File: src/rtl/id_ex_hazard_ctrl.sv
// ID/EX hazard controller.
// Looks at the decode-stage operands and at the EX-stage controls that leave
// the ID/EX register. Drives stall, flush and bubble requests into the PC,
// IF/ID and ID/EX registers, and selects the EX operand forwarding sources
// from a local shadow of the MEM and WB destination registers. Load-use stalls
// and taken-branch flushes are counted in saturating counters.
module id_ex_hazard_ctrl #(
  parameter int unsigned BR_FLUSH_CYCLES = 2,
  parameter int unsigned CNT_W           = 16
) (
  input  logic             clk,
  input  logic             rst_n,
  input  logic             id_valid,
  input  logic [4:0]       id_rs1,
  input  logic [4:0]       id_rs2,
  input  logic             id_uses_rs1,
  input  logic             id_uses_rs2,
  input  logic [4:0]       ex_rd,
  input  logic [4:0]       ex_rs1,
  input  logic [4:0]       ex_rs2,
  input  logic             ex_reg_w_ctrl,
  input  logic             ex_mem_read_ctrl,
  input  logic             ex_branch_taken,
  output logic             pc_stall,
  output logic             if2id_stall,
  output logic             if2id_flush,
  output logic             id2ex_bubble,
  output logic [1:0]       fwdA_sel,
  output logic [1:0]       fwdB_sel,
  output logic [CNT_W-1:0] ld_stall_cnt,
  output logic [CNT_W-1:0] br_flush_cnt
);

  typedef enum logic [1:0] {
    RUN   = 2'd0,
    STALL = 2'd1,
    FLUSH = 2'd2
  } state_e;

  localparam logic [2:0]       FLUSH_LOAD = 3'(BR_FLUSH_CYCLES - 1);
  localparam logic [CNT_W-1:0] CNT_ONE    = CNT_W'(1);

  localparam logic [1:0] SEL_RF  = 2'b00;
  localparam logic [1:0] SEL_MEM = 2'b01;
  localparam logic [1:0] SEL_WB  = 2'b10;

  state_e           state_q, state_d;
  logic [2:0]       fcnt_q, fcnt_d;

  logic [4:0]       mem_rd_q;
  logic             mem_wen_n_q;
  logic             mem_ld_q;
  logic [4:0]       wb_rd_q;
  logic             wb_wen_n_q;

  logic [CNT_W-1:0] ld_cnt_q, ld_cnt_d;
  logic [CNT_W-1:0] br_cnt_q, br_cnt_d;

  logic             lu;
  logic             ld_inc;
  logic             br_inc;
  logic [1:0]       fwd_a_raw;
  logic [1:0]       fwd_b_raw;

  // Forwarding source for one EX operand; MEM wins over WB, loads in MEM
  // have no data yet, and x0 is never forwarded.
  function automatic logic [1:0] fwd_sel(
    input logic [4:0] rs,
    input logic [4:0] m_rd,
    input logic       m_wen_n,
    input logic       m_ld,
    input logic [4:0] w_rd,
    input logic       w_wen_n
  );
    logic [1:0] sel;
    sel = SEL_RF;
    if (!m_wen_n && (m_rd != 5'd0) && !m_ld && (m_rd == rs)) begin
      sel = SEL_MEM;
    end else if (!w_wen_n && (w_rd != 5'd0) && (w_rd == rs)) begin
      sel = SEL_WB;
    end
    return sel;
  endfunction

  // Shadow of the EX/MEM and MEM/WB destination fields; EX/MEM never stalls.
  always_ff @(posedge clk or negedge rst_n) begin
    if (!rst_n) begin
      mem_rd_q    <= '0;
      mem_wen_n_q <= 1'b1;
      mem_ld_q    <= 1'b0;
      wb_rd_q     <= '0;
      wb_wen_n_q  <= 1'b1;
    end else begin
      mem_rd_q    <= ex_rd;
      mem_wen_n_q <= ex_reg_w_ctrl;
      mem_ld_q    <= ex_mem_read_ctrl;
      wb_rd_q     <= mem_rd_q;
      wb_wen_n_q  <= mem_wen_n_q;
    end
  end

  // Hazard FSM state and flush-length counter.
  always_ff @(posedge clk or negedge rst_n) begin
    if (!rst_n) begin
      state_q <= RUN;
      fcnt_q  <= '0;
    end else begin
      state_q <= state_d;
      fcnt_q  <= fcnt_d;
    end
  end

  // Saturating event counters.
  always_ff @(posedge clk or negedge rst_n) begin
    if (!rst_n) begin
      ld_cnt_q <= '0;
      br_cnt_q <= '0;
    end else begin
      ld_cnt_q <= ld_cnt_d;
      br_cnt_q <= br_cnt_d;
    end
  end

  // Load-use hazard: the load in EX writes a register the decode stage reads.
  always_comb begin
    lu = 1'b0;
    if (ex_mem_read_ctrl && !ex_reg_w_ctrl && (ex_rd != 5'd0) && id_valid) begin
      lu = (id_uses_rs1 && (id_rs1 == ex_rd)) ||
           (id_uses_rs2 && (id_rs2 == ex_rd));
    end
  end

  // Operand forwarding selects from the shadow pipeline.
  always_comb begin
    fwd_a_raw = fwd_sel(ex_rs1, mem_rd_q, mem_wen_n_q, mem_ld_q, wb_rd_q, wb_wen_n_q);
    fwd_b_raw = fwd_sel(ex_rs2, mem_rd_q, mem_wen_n_q, mem_ld_q, wb_rd_q, wb_wen_n_q);
    fwdA_sel  = rst_n ? fwd_a_raw : SEL_RF;
    fwdB_sel  = rst_n ? fwd_b_raw : SEL_RF;
  end

  // Next state and pipeline control requests; a taken branch overrides any
  // load-use stall, and reset forces a bubble with every other request low.
  always_comb begin
    state_d      = state_q;
    fcnt_d       = fcnt_q;
    pc_stall     = 1'b0;
    if2id_stall  = 1'b0;
    if2id_flush  = 1'b0;
    id2ex_bubble = 1'b0;
    ld_inc       = 1'b0;
    br_inc       = 1'b0;

    if (ex_branch_taken) begin
      if2id_flush  = 1'b1;
      id2ex_bubble = 1'b1;
      br_inc       = 1'b1;
      fcnt_d       = FLUSH_LOAD;
      state_d      = (FLUSH_LOAD != 3'd0) ? FLUSH : RUN;
    end else begin
      unique case (state_q)
        RUN: begin
          if (lu) begin
            pc_stall     = 1'b1;
            if2id_stall  = 1'b1;
            id2ex_bubble = 1'b1;
            ld_inc       = 1'b1;
            state_d      = STALL;
          end
        end
        STALL: begin
          state_d = RUN;
        end
        FLUSH: begin
          if2id_flush  = 1'b1;
          id2ex_bubble = 1'b1;
          fcnt_d       = (fcnt_q != 3'd0) ? fcnt_q - 3'd1 : 3'd0;
          if (fcnt_q <= 3'd1) begin
            state_d = RUN;
          end
        end
        default: begin
          state_d = RUN;
        end
      endcase
    end

    if (!rst_n) begin
      pc_stall     = 1'b0;
      if2id_stall  = 1'b0;
      if2id_flush  = 1'b0;
      id2ex_bubble = 1'b1;
      ld_inc       = 1'b0;
      br_inc       = 1'b0;
    end
  end

  // Counter increments stop at all-ones.
  always_comb begin
    ld_cnt_d = ld_cnt_q;
    br_cnt_d = br_cnt_q;
    if (ld_inc && (ld_cnt_q != '1)) begin
      ld_cnt_d = ld_cnt_q + CNT_ONE;
    end
    if (br_inc && (br_cnt_q != '1)) begin
      br_cnt_d = br_cnt_q + CNT_ONE;
    end
  end

  assign ld_stall_cnt = ld_cnt_q;
  assign br_flush_cnt = br_cnt_q;

endmodule

File: config.mk
export PLATFORM = sky130hd
export DESIGN_NAME = id_ex_hazard_ctrl
export DESIGN_NICKNAME = d
export VERILOG_FILES = /design/src/rtl/id_ex_hazard_ctrl.sv
export SDC_FILE = /design/constraint.sdc
export NUM_CORES = 1
export LEC_CHECK = 0
export BUFFER_PORTS_ARGS = -buffer_cell sky130_fd_sc_hd__buf_2
export CORE_MARGIN = 5
export CORE_UTILIZATION = 47
export DETAILED_ROUTE_END_ITERATION = 16
export GPL_ROUTABILITY_DRIVEN = 0
export PLACE_DENSITY = 0.87
export SLEW_MARGIN = 25
export SYNTH_ARGS = -nofsm -noshare
export SYNTH_HDL_FRONTEND = slang
export SYNTH_SLANG_ARGS = --single-unit
File: constraint.sdc
create_clock -name clk -period 1.8 [get_ports clk]
set_input_delay 0.36 -clock clk [delete_from_list [all_inputs] [get_ports clk]]
set_output_delay 0.36 -clock clk [all_outputs]
set_load 0.02 [all_outputs]
==> reports/metrics.csv, run 1 <==
metric,value,unit
share_of_power_burned_in_registers,50.7,%
critical_path.n_buffers_inverters,1,
critPathMaxFanout,3,
layout.nets,402,
worst_r2r_path_depth,6,
first_global_vias,2451,
ir_drop,0.000361,V
synth-seq-cells,50,
critical_path.top_delay_family,simple AND/OR/NAND/NOR gates,
route.detailed.vias_per_inst,5.28,
p_per_area,684,mW/mm^2
slew-limit-headroom,66.4,%
fmax,433,MHz
crit_chain,"xor2_1, or4_4, nor4_4, buf_4",
clock_share_of_power,26.7,%
grt_first_pass_wirelength,12.0,mm
critPathMaxStageDelay,0.55,ns
critPathRequiredTime,1.44,ns
mappedNetlistArea,0.00265,mm^2
cts_max_level,2,
leakagePower,1.79,nW
report.final.hold_viol_count,0,
crit_path_end_kind,output port,
initial_utilization,48.3,%
cp_data_arrival_time,1.95,ns
placeableCoreArea,0.00547,mm^2
timing.final.max_slew_violations,0,
cellInternalPower,1.78,mW
die_height,85.0,um
outcome,"complete, but fails checks",
gr-usage-all-layers,20.3,%
tritoncts,yes,
clk_path_buf_depth,2,
final.period_utilization,128,%
synth_xor_xnor_area_share,19.5,%
global_route.overflow_total,0,
setup.worst_path.start_class,register,
grt_setup_unrepaired,yes,
post-layout-total-power,2.58,mW
mostFrequentLayoutCell,sky130_fd_sc_hd__buf_2,
floorplan.die_area,0.00723,mm^2
numPortBuffers,72,
dr.pass1.iters,4,
dr_total_vias,2311,
final_cell_mix,"sky130_fd_sc_hd__buf_2, sky130_fd_sc_hd__dfrtp_1, sky130_fd_sc_hd__buf_4, sky130_fd_sc_hd__xnor2_1, sky130_fd_sc_hd__xor2_1",
critical_path.reg2reg.startpoint,ld_stall_cnt[4],
synthesis.area_per_instance,10.8,um^2
largest_net_degree_at_the_start_of_global_routing,41,
route.antenna.remaining_nets,0,
synth_compound_gate_area_share,5.35,%
worst_hold_path.num_cells,1,
place_hpwl,4.96,mm
path_clk_slew,0.10,ns
num_io_pins,73,
syn_nets,282,
timing.hold.worst.start,ex_reg_w_ctrl,
post_synth_inst_count,245,
placement.setup.worst_slack,-0.254,ns
max_cap_violations,0,
hold_end,mem_wen_n_q,
timing.final.ws_setup,-0.511,ns
yosys.area_share.simple,22.8,%
fp-row-count,27,
worst_skew_pair.late_latency,0.30,ns
r2r_end,ld_stall_cnt[4],
critPathKind,reg2out,
synth_fa_ha_area_share,1.89,%
reg2reg_setup_slack,0.10,ns
timing.hold.ws,0.166,ns
areaGrowthSynthToFinish,42.6,%
power.switching,798,uW
critPathSlowestCell,sky130_fd_sc_hd__or4_4,
numClockSinks,50,
finalClockSkew,0.00699,ns
muxShareOfSynthArea,0.993,%
wire_per_inst,16.6,um
finalCriticalPeriod,2.31,ns
layout-drive-gt1-share,46.2,%
power.share.combinational,22.6,%
post_synth_num_cell_types,43,
drt_first_iter_violations,88,
violations,setup timing,
cts_made_buffers,5,
drc,0,
antenna_found_initial,0,
largest_family_of_logic_cells_by_synthesized_area,simple AND/OR/NAND/NOR gates,
worstHoldPathType,in2reg,
fp.dieW,85.0,um
timing_worst_slew_pin_value,0.502,ns
cts_root_buffer,sky130_fd_sc_hd__clkbuf_8,
sequential_fraction_of_the_synthesis_area,47.4,%
postRouteWirelength,7.29,mm
setup_violations,7,
netSwitchingFraction,30.9,%
ys_warn_count,0,
diodes,0,
==> logic make-up (layout without fill, tap and decap cells) <==
kind of cell | Yosys count | after routing
compound gates | 20 | 20
xor+xnor | 59 | 59
fa+ha+maj | 4 | 4
buf+inv | 10 | 131
flops | 50 | 50
mux | 2 | 2
simple gates | 100 | 100
==> power groups by stage <==
stage | registers, mW | clock network (mW) | logic (mW)
floorplan | 1.39 | 0 | 0.210
global placement | 1.32 | 0 | 0.500
detailed placement | 1.33 | 0 | 0.514
CTS | 1.30 | 0.705 | 0.563
global route | 1.32 | 0.759 | 0.634
finish | 1.31 | 0.689 | 0.582
==> synth_stat cells, drive strengths merged <==
cell type | number | share of area, %
dfrtp | 48 | 45
xnor2 | 41 | 14
nand4 | 18 | 4.8
xor2 | 18 | 6.0
nand2 | 17 | 2.4
nand3 | 16 | 3.5
nor2 | 11 | 1.6
and3 | 9 | 2.2
a21oi | 7 | 1.3
nor3 | 6 | 1.1
inv | 5 | 0.71
nor4 | 5 | 1.2
o21ai | 5 | 0.95
and4 | 4 | 1.4
buf | 4 | 1.2
ha | 4 | 1.9
or4 | 4 | 1.3
nor2b | 3 | 0.71
and2 | 2 | 0.47
dfstp | 2 | 2.0
mux2 | 2 | 0.99
nor4b | 2 | 1.2
o21a | 2 | 0.85
a21boi | 1 | 0.28
a31oi | 1 | 0.24
and3b | 1 | 0.38
clkbuf | 1 | 0.14
nand2b | 1 | 0.24
o21bai | 1 | 0.28
o22ai | 1 | 0.47
o31a | 1 | 0.66
o31ai | 1 | 0.28
or3 | 1 | 0.24
==> sequential cells by signal (all words and copies together) (netlist names) <==
signal and count:
fcnt_q 3, ld_stall_cnt 16, mem_wen_n_q 1, wb_wen_n_q 1, mem_ld_q 1, wb_rd_q 5
mem_rd_q 5, state_q 2, br_flush_cnt 16
==> worst max-delay path by stage <==
stage,endpoint,start,cells after the start,slack (ns)
3_3_place_gp,id2ex_bubble,ex_rd[1],6,-0.23
5_1_grt,fwdB_sel[1],mem_rd_q[1],5,-0.56
3_5_place_dp,fwdB_sel[1],ex_rs2[4],5,-0.25
6_report,fwdB_sel[1],wb_rd_q[3],4,-0.51
4_1_cts,fwdB_sel[1],wb_rd_q[3],4,-0.45
2_1_floorplan,fwdB_sel[1],wb_rd_q[3],3,-0.06
==> stage by stage <==
stage / utilization [%] / instance area (um^2) / instances / TNS [ns]
floorplan: - / 2710 / 245 / -0.126
global placement: 61.9 / 3390 / 422 / -1.80
detailed placement: 61.9 / 3390 / 422 / -2.50
CTS: 67.4 / 3690 / 437 / -1.89
global route: 68.9 / 3770 / 438 / -2.53
finish: 68.9 / 3770 / 438 / -2.10
==> routing by layer <==
layer	track usage, %	wire (um)	up-vias
met2	34.5	3790	69
li1	-	-	1104
met5	0	0	-
met1	25.8	2990	1124
met3	4.76	369	14
met4	5.76	137	0
==> layout make-up <==
type / instances / area (um^2)
clock buffer: 6 / 82.6
clock inverter: 2 / 12.5
fill: 414 / 1700
inverter: 5 / 18.8
multi-input combinational: 185 / 1520
sequential: 50 / 1260
tap: 72 / 90.1
timing repair buffer: 118 / 782
==> what timing repair did <==
action / in CTS / in global routing
endpoints found under the setup margin: 7 / 14
endpoints found under the hold margin: 10 / 0
buffers inserted: 6 / 1
gates resized for setup: 33 / 15
hold buffers: 1 / 0
pin swaps: 15 / 13
Power figures use the tool's default switching activity.
==> run 2: changes to the inputs <==
--- a/config.mk
+++ b/config.mk
@@ -11,6 +11,7 @@
 export DETAILED_ROUTE_END_ITERATION = 16
 export GPL_ROUTABILITY_DRIVEN = 0
 export PLACE_DENSITY = 0.87
+export RECOVER_POWER = 100
 export SLEW_MARGIN = 25
 export SYNTH_ARGS = -nofsm -noshare
 export SYNTH_HDL_FRONTEND = slang
==> run 2 against run 1 <==
Compared with the run above: the flow still finishes with violations (setup timing); register-to-register slack lost 0.04 ns; worst setup slack improved by 0.012 ns; total power fell by 1.2%; sequential power about the same; critical path type unchanged; critical endpoint unchanged.
==> reports/metrics.csv, run 2 (synthesis gave the netlist of run 1 again) <==
metric,value,unit,change
p_per_area,695,mW/mm^2,+1.5%
antenna_found_initial,0,,unchanged
initial_utilization,48.3,%,unchanged
grt_setup_unrepaired,yes,,
numPortBuffers,72,,unchanged
slew-limit-headroom,35.3,%,-31 points
max_cap_violations,0,,unchanged
reg2reg_setup_slack,0.06,ns,-0.04 ns
crit_path_end_kind,output port,,
place_hpwl,4.96,mm,unchanged
global_route.overflow_total,0,,unchanged
fp.dieW,85.0,um,unchanged
dr_total_vias,2314,,+0.13%
timing.final.ws_setup,-0.499,ns,+0.0116 ns
tritoncts,yes,,
finalCriticalPeriod,2.30,ns,-0.0116 ns
r2r_end,br_flush_cnt[1],,
numClockSinks,50,,unchanged
areaGrowthSynthToFinish,38.8,%,
setup.worst_path.start_class,register,,
final_core_utilization,67.1,%,-1.8 points
first_global_vias,2451,,unchanged
outcome,"complete, but fails checks",,
violations,setup timing,,
timing_worst_slew_pin_value,0.971,ns,+0.469 ns
num_io_pins,73,,unchanged
diodes,0,,unchanged
worst_setup_path_startpoint,wb_rd_q[3],,
leakagePower,1.62,nW,-9.6%
layout-drive-gt1-share,34.2,%,-12 points
worstHoldPathType,in2reg,,
critPathRequiredTime,1.44,ns,about the same
wire_per_inst,16.7,um,+0.55%
placeableCoreArea,0.00547,mm^2,unchanged
worst_hold_path.num_cells,1,,unchanged
setup_violations,10,,+3
cp_data_arrival_time,1.94,ns,about the same
path_clk_slew,0.10,ns,about the same
worst_skew_pair.late_latency,0.30,ns,about the same
timing.final.max_slew_violations,0,,unchanged
layout.nets,402,,unchanged
critPathKind,reg2out,,
final_cell_mix,"sky130_fd_sc_hd__dfrtp_1, sky130_fd_sc_hd__clkbuf_1, sky130_fd_sc_hd__buf_4, sky130_fd_sc_hd__xnor2_1, sky130_fd_sc_hd__buf_2",,
largest_net_degree_at_the_start_of_global_routing,41,,unchanged
fill_cells,449,,+8.5%
route.detailed.vias_per_inst,5.28,,+0.13%
cts_root_buffer,sky130_fd_sc_hd__clkbuf_8,,
critical_path.reg2reg.startpoint,br_flush_cnt[0],,
worst_r2r_path_depth,5,,-1
floorplan.die_area,0.00723,mm^2,unchanged
post-layout-total-power,2.55,mW,-1.2%
critPathMaxFanout,3,,unchanged
cts_made_buffers,5,,unchanged
clk_path_buf_depth,2,,unchanged
ir_drop,0.000361,V,about the same
die_height,85.0,um,unchanged
drc,0,,unchanged
fp-row-count,27,,unchanged
route.antenna.remaining_nets,0,,unchanged
mostFrequentLayoutCell,sky130_fd_sc_hd__dfrtp_1,,
finalClockSkew,0.00648,ns,-0.000508 ns
hold_end,mem_wen_n_q,,
placement.cell_area,0.00339,mm^2,unchanged
drt_first_iter_violations,99,,+13%
fmax,435,MHz,+0.51%
cts_max_level,2,,unchanged
report.final.hold_viol_count,0,,unchanged
postRouteWirelength,7.33,mm,+0.55%
timing.hold.worst.start,ex_reg_w_ctrl,,
gr-usage-all-layers,20.3,%,unchanged
grt_first_pass_wirelength,12.0,mm,unchanged
dr.pass1.iters,4,,unchanged
final_area,0.00367,mm^2,-2.6%
final.period_utilization,128,%,-0.65 points
[run 2: worst max path at each step]
stage / to / slack [ns] / cells past startpoint
final: fwdB_sel[1] / -0.50 / 4
after global routing: fwdB_sel[1] / -0.56 / 5
after CTS: fwdB_sel[1] / -0.45 / 4
after detailed placement: fwdB_sel[1] / -0.25 / 5
after global placement: id2ex_bubble / -0.23 / 6
after floorplan: fwdB_sel[1] / -0.06 / 3
[run 2: critical path, cell delays in order (launching register included)]
cell                      delay, ns
sky130_fd_sc_hd__dfrtp_1       0.44
sky130_fd_sc_hd__xor2_1        0.17
sky130_fd_sc_hd__or4_4         0.55
sky130_fd_sc_hd__nor4_4        0.30
sky130_fd_sc_hd__buf_4         0.19
[run 2: metrics by stage]
stage	TNS, ns	instances	hold WS [ns]	setup slack (ns)
2_1_floorplan	-0.126	245	0.0644	-0.0649
3_3_place_gp	-1.80	422	0.322	-0.228
3_5_place_dp	-2.50	422	0.324	-0.254
4_1_cts	-1.89	437	0.155	-0.450
5_1_grt	-4.28	438	0.136	-0.563
6_report	-2.67	438	0.147	-0.499
[run 2: final cells by class]
| cell class | instances | area (um^2) | area share [%] |
|---|---|---|---|
| clock inverter | 2 | 12.5 | 0.341 |
| tap | 72 | 90.1 | 2.45 |
| sequential | 50 | 1260 | 34.3 |
| clock buffer | 6 | 82.6 | 2.25 |
| inverter | 5 | 18.8 | 0.511 |
| multi-input combinational | 185 | 1510 | 41.2 |
| timing repair buffer | 118 | 696 | 18.9 |
[run 2: what timing repair did]
item,in CTS,in global routing
gates resized for setup,33,15
pin swaps,15,13
hold buffers,1,0
endpoints found under the hold margin,10,0
setup buffers,6,1
endpoints found under the setup margin,7,14
[run 2: power by group]
part           leakage [nW]  switching, mW  internal (mW)
clock                0.0472          0.380          0.310
combinational         0.929          0.314          0.235
sequential            0.642          0.104           1.21
[run 2: layer usage]
layer | GRT usage (%) | up-vias | part of all wire [%]
met5 | 0 | - | 0
met4 | 5.76 | 0 | 2.0
met3 | 4.76 | 16 | 5.3
met2 | 34.5 | 66 | 51
met1 | 25.8 | 1129 | 41
li1 | - | 1103 | -
==> run 3: changes to the inputs <==
--- a/config.mk
+++ b/config.mk
@@ -8,6 +8,7 @@
 export BUFFER_PORTS_ARGS = -buffer_cell sky130_fd_sc_hd__buf_2
 export CORE_MARGIN = 5
 export CORE_UTILIZATION = 47
+export CTS_BUF_LIST = sky130_fd_sc_hd__clkbuf_16
 export DETAILED_ROUTE_END_ITERATION = 16
 export GPL_ROUTABILITY_DRIVEN = 0
 export PLACE_DENSITY = 0.87
==> run 3 against run 2 <==
Compared with the run above: non-clock buffer count is 1 lower; highest routed layer unchanged; the flow still finishes with violations (setup timing); critical path depth is 1 higher; hold slack worse by 0.12 ns; combinational power hardly changed.
==> reports/metrics.csv, run 3 (synthesis gave the netlist of run 1 again) <==
metric,value,unit,change
placeableCoreArea,0.00547,mm^2,unchanged
place.detailed.instances,422,,unchanged
dr_total_vias,2280,,-1.5%
netSwitchingFraction,29.6,%,-1.7 points
clock_share_of_power,32.9,%,+5.8 points
leakagePower,1.63,nW,+0.69%
cts_root_buffer,sky130_fd_sc_hd__clkbuf_16,,
report.final.hold_viol_count,0,,unchanged
postRouteWirelength,7.07,mm,-3.5%
first_global_vias,2403,,-2.0%
power.share.combinational,19.9,%,-1.6 points
floorplan.die_area,0.00723,mm^2,unchanged
final-instance-count-excl-fill,437,,-0.23%
final_cell_mix,"sky130_fd_sc_hd__dfrtp_1, sky130_fd_sc_hd__clkbuf_1, sky130_fd_sc_hd__buf_4, sky130_fd_sc_hd__xnor2_1, sky130_fd_sc_hd__buf_2",,
grt_first_pass_wirelength,11.4,mm,-4.7%
fp-row-count,27,,unchanged
critical_path.reg2reg.startpoint,br_flush_cnt[3],,
worst_skew_pair.late_latency,0.28,ns,-0.02 ns
route.antenna.remaining_nets,0,,unchanged
cp_data_arrival_time,1.90,ns,-0.04 ns
final_core_utilization,68.0,%,+0.87 points
violations,setup timing,,
tritoncts,yes,,
path_clk_slew,0.07,ns,-0.03 ns
wire_per_inst,16.2,um,-3.3%
numPortBuffers,72,,unchanged
slew-limit-headroom,33.5,%,-1.7 points
worstHoldPathType,in2async,,
route.detailed.vias_per_inst,5.22,,-1.2%
drc,0,,unchanged
timing.final.max_slew_violations,0,,unchanged
fp.dieW,85.0,um,unchanged
antenna_found_initial,0,,unchanged
largest_net_degree_at_the_start_of_global_routing,41,,unchanged
place_hpwl,4.96,mm,unchanged
layout.nets,401,,-0.25%
critPathMaxFanout,2,,-1
share_of_power_burned_in_registers,47.2,%,-4.2 points
fill_cells,458,,+2.0%
fmax,443,MHz,+1.9%
dr.pass1.iters,4,,unchanged
crit_path_end_kind,output port,,
critPathRequiredTime,1.44,ns,about the same
cellInternalPower,1.95,mW,+11%
seqCellArea,0.00126,mm^2,about the same
cts_max_level,2,,unchanged
numClockSinks,50,,unchanged
multiInputGateArea,0.00153,mm^2,+1.4%
critPathKind,reg2out,,
cts_made_buffers,5,,unchanged
die_height,85.0,um,unchanged
layout-drive-gt1-share,33.7,%,-0.45 points
ir_drop,0.000512,V,+42%
timing_worst_slew_pin_value,0.997,ns,+0.0259 ns
worst_setup_path_startpoint,mem_rd_q[1],,
grt_setup_unrepaired,yes,,
drt_first_iter_violations,97,,-2.0%
initial_utilization,48.3,%,unchanged
outcome,"complete, but fails checks",,
power.switching,822,uW,+3.0%
num_io_pins,73,,unchanged
finalClockSkew,0.00373,ns,-0.00275 ns
finalCriticalPeriod,2.26,ns,-0.0427 ns
timing.final.ws_setup,-0.456,ns,+0.0427 ns
p_per_area,746,mW/mm^2,+7.4%
areaGrowthSynthToFinish,40.6,%,
setup.worst_path.start_class,register,,
max_cap_violations,0,,unchanged
diodes,0,,unchanged
global_route.overflow_total,0,,unchanged
setup_violations,8,,-2
gr-usage-all-layers,19.3,%,-1.1 points
final.period_utilization,125,%,-2.4 points
clk_path_buf_depth,2,,unchanged
run 3: worst paths after layout:
path	end	slack (ns)	cells after the start
min	ld_stall_cnt[14]	0.03	2
max reg2reg	br_flush_cnt[9]	0.06	6
min reg2reg	wb_wen_n_q	0.37	0
max in group asynchronous	ld_stall_cnt[2]	0.50	3
max	fwdB_sel[1]	-0.46	5
min in group clk	mem_wen_n_q	0.17	1
run 3: stage by stage:
step                power [mW]  hold slack (ns)  setup WS, ns  cell area, um^2  setup TNS, ns
global placement          1.82            0.322        -0.228             3390          -1.80
global route              2.91           0.0775        -0.502             3720          -3.92
finish                    2.78           0.0303        -0.456             3720          -2.27
CTS                       2.79           0.0195        -0.417             3730          -1.76
detailed placement        1.84            0.324        -0.254             3390          -2.50
floorplan                 1.60           0.0644       -0.0649             2710         -0.126
run 3: power groups by stage:
stage               clock, mW  combinational [mW]  sequential, mW
global route            0.984               0.603            1.32
CTS                     0.928               0.560            1.31
floorplan                   0               0.210            1.39
global placement            0               0.500            1.32
finish                  0.912               0.552            1.31
detailed placement          0               0.514            1.33
run 3: timing repair:
item,in CTS,in global routing
gates resized for setup,33,15
pin swaps,15,13
hold buffers,0,0
setup buffers,6,1
endpoints found under the setup margin,7,12
run 3: worst max-delay path, cell delays in order, from the launching register on:
cell                      delay (ns)
sky130_fd_sc_hd__dfrtp_1        0.40
sky130_fd_sc_hd__or4_4          0.56
sky130_fd_sc_hd__o21ai_4        0.21
sky130_fd_sc_hd__nor4_4         0.09
sky130_fd_sc_hd__nor4_4         0.16
sky130_fd_sc_hd__buf_4          0.19
run 3: final cells by class:
class / instances / area share [%]
multi-input combinational: 185 / 41.2
sequential: 50 / 33.8
timing repair buffer: 117 / 18.2
clock buffer: 5 / 3.36
tap: 72 / 2.42
inverter: 5 / 0.505
clock inverter: 3 / 0.437
run 3: routing by layer:
metal	GRT usage [%]	routed length (um)	vias to the layer above
li1	-	-	1103
met1	24.7	2910	1101
met2	33.5	3730	70
met3	3.79	374	6
met4	4.46	49	0
met5	0	0	-
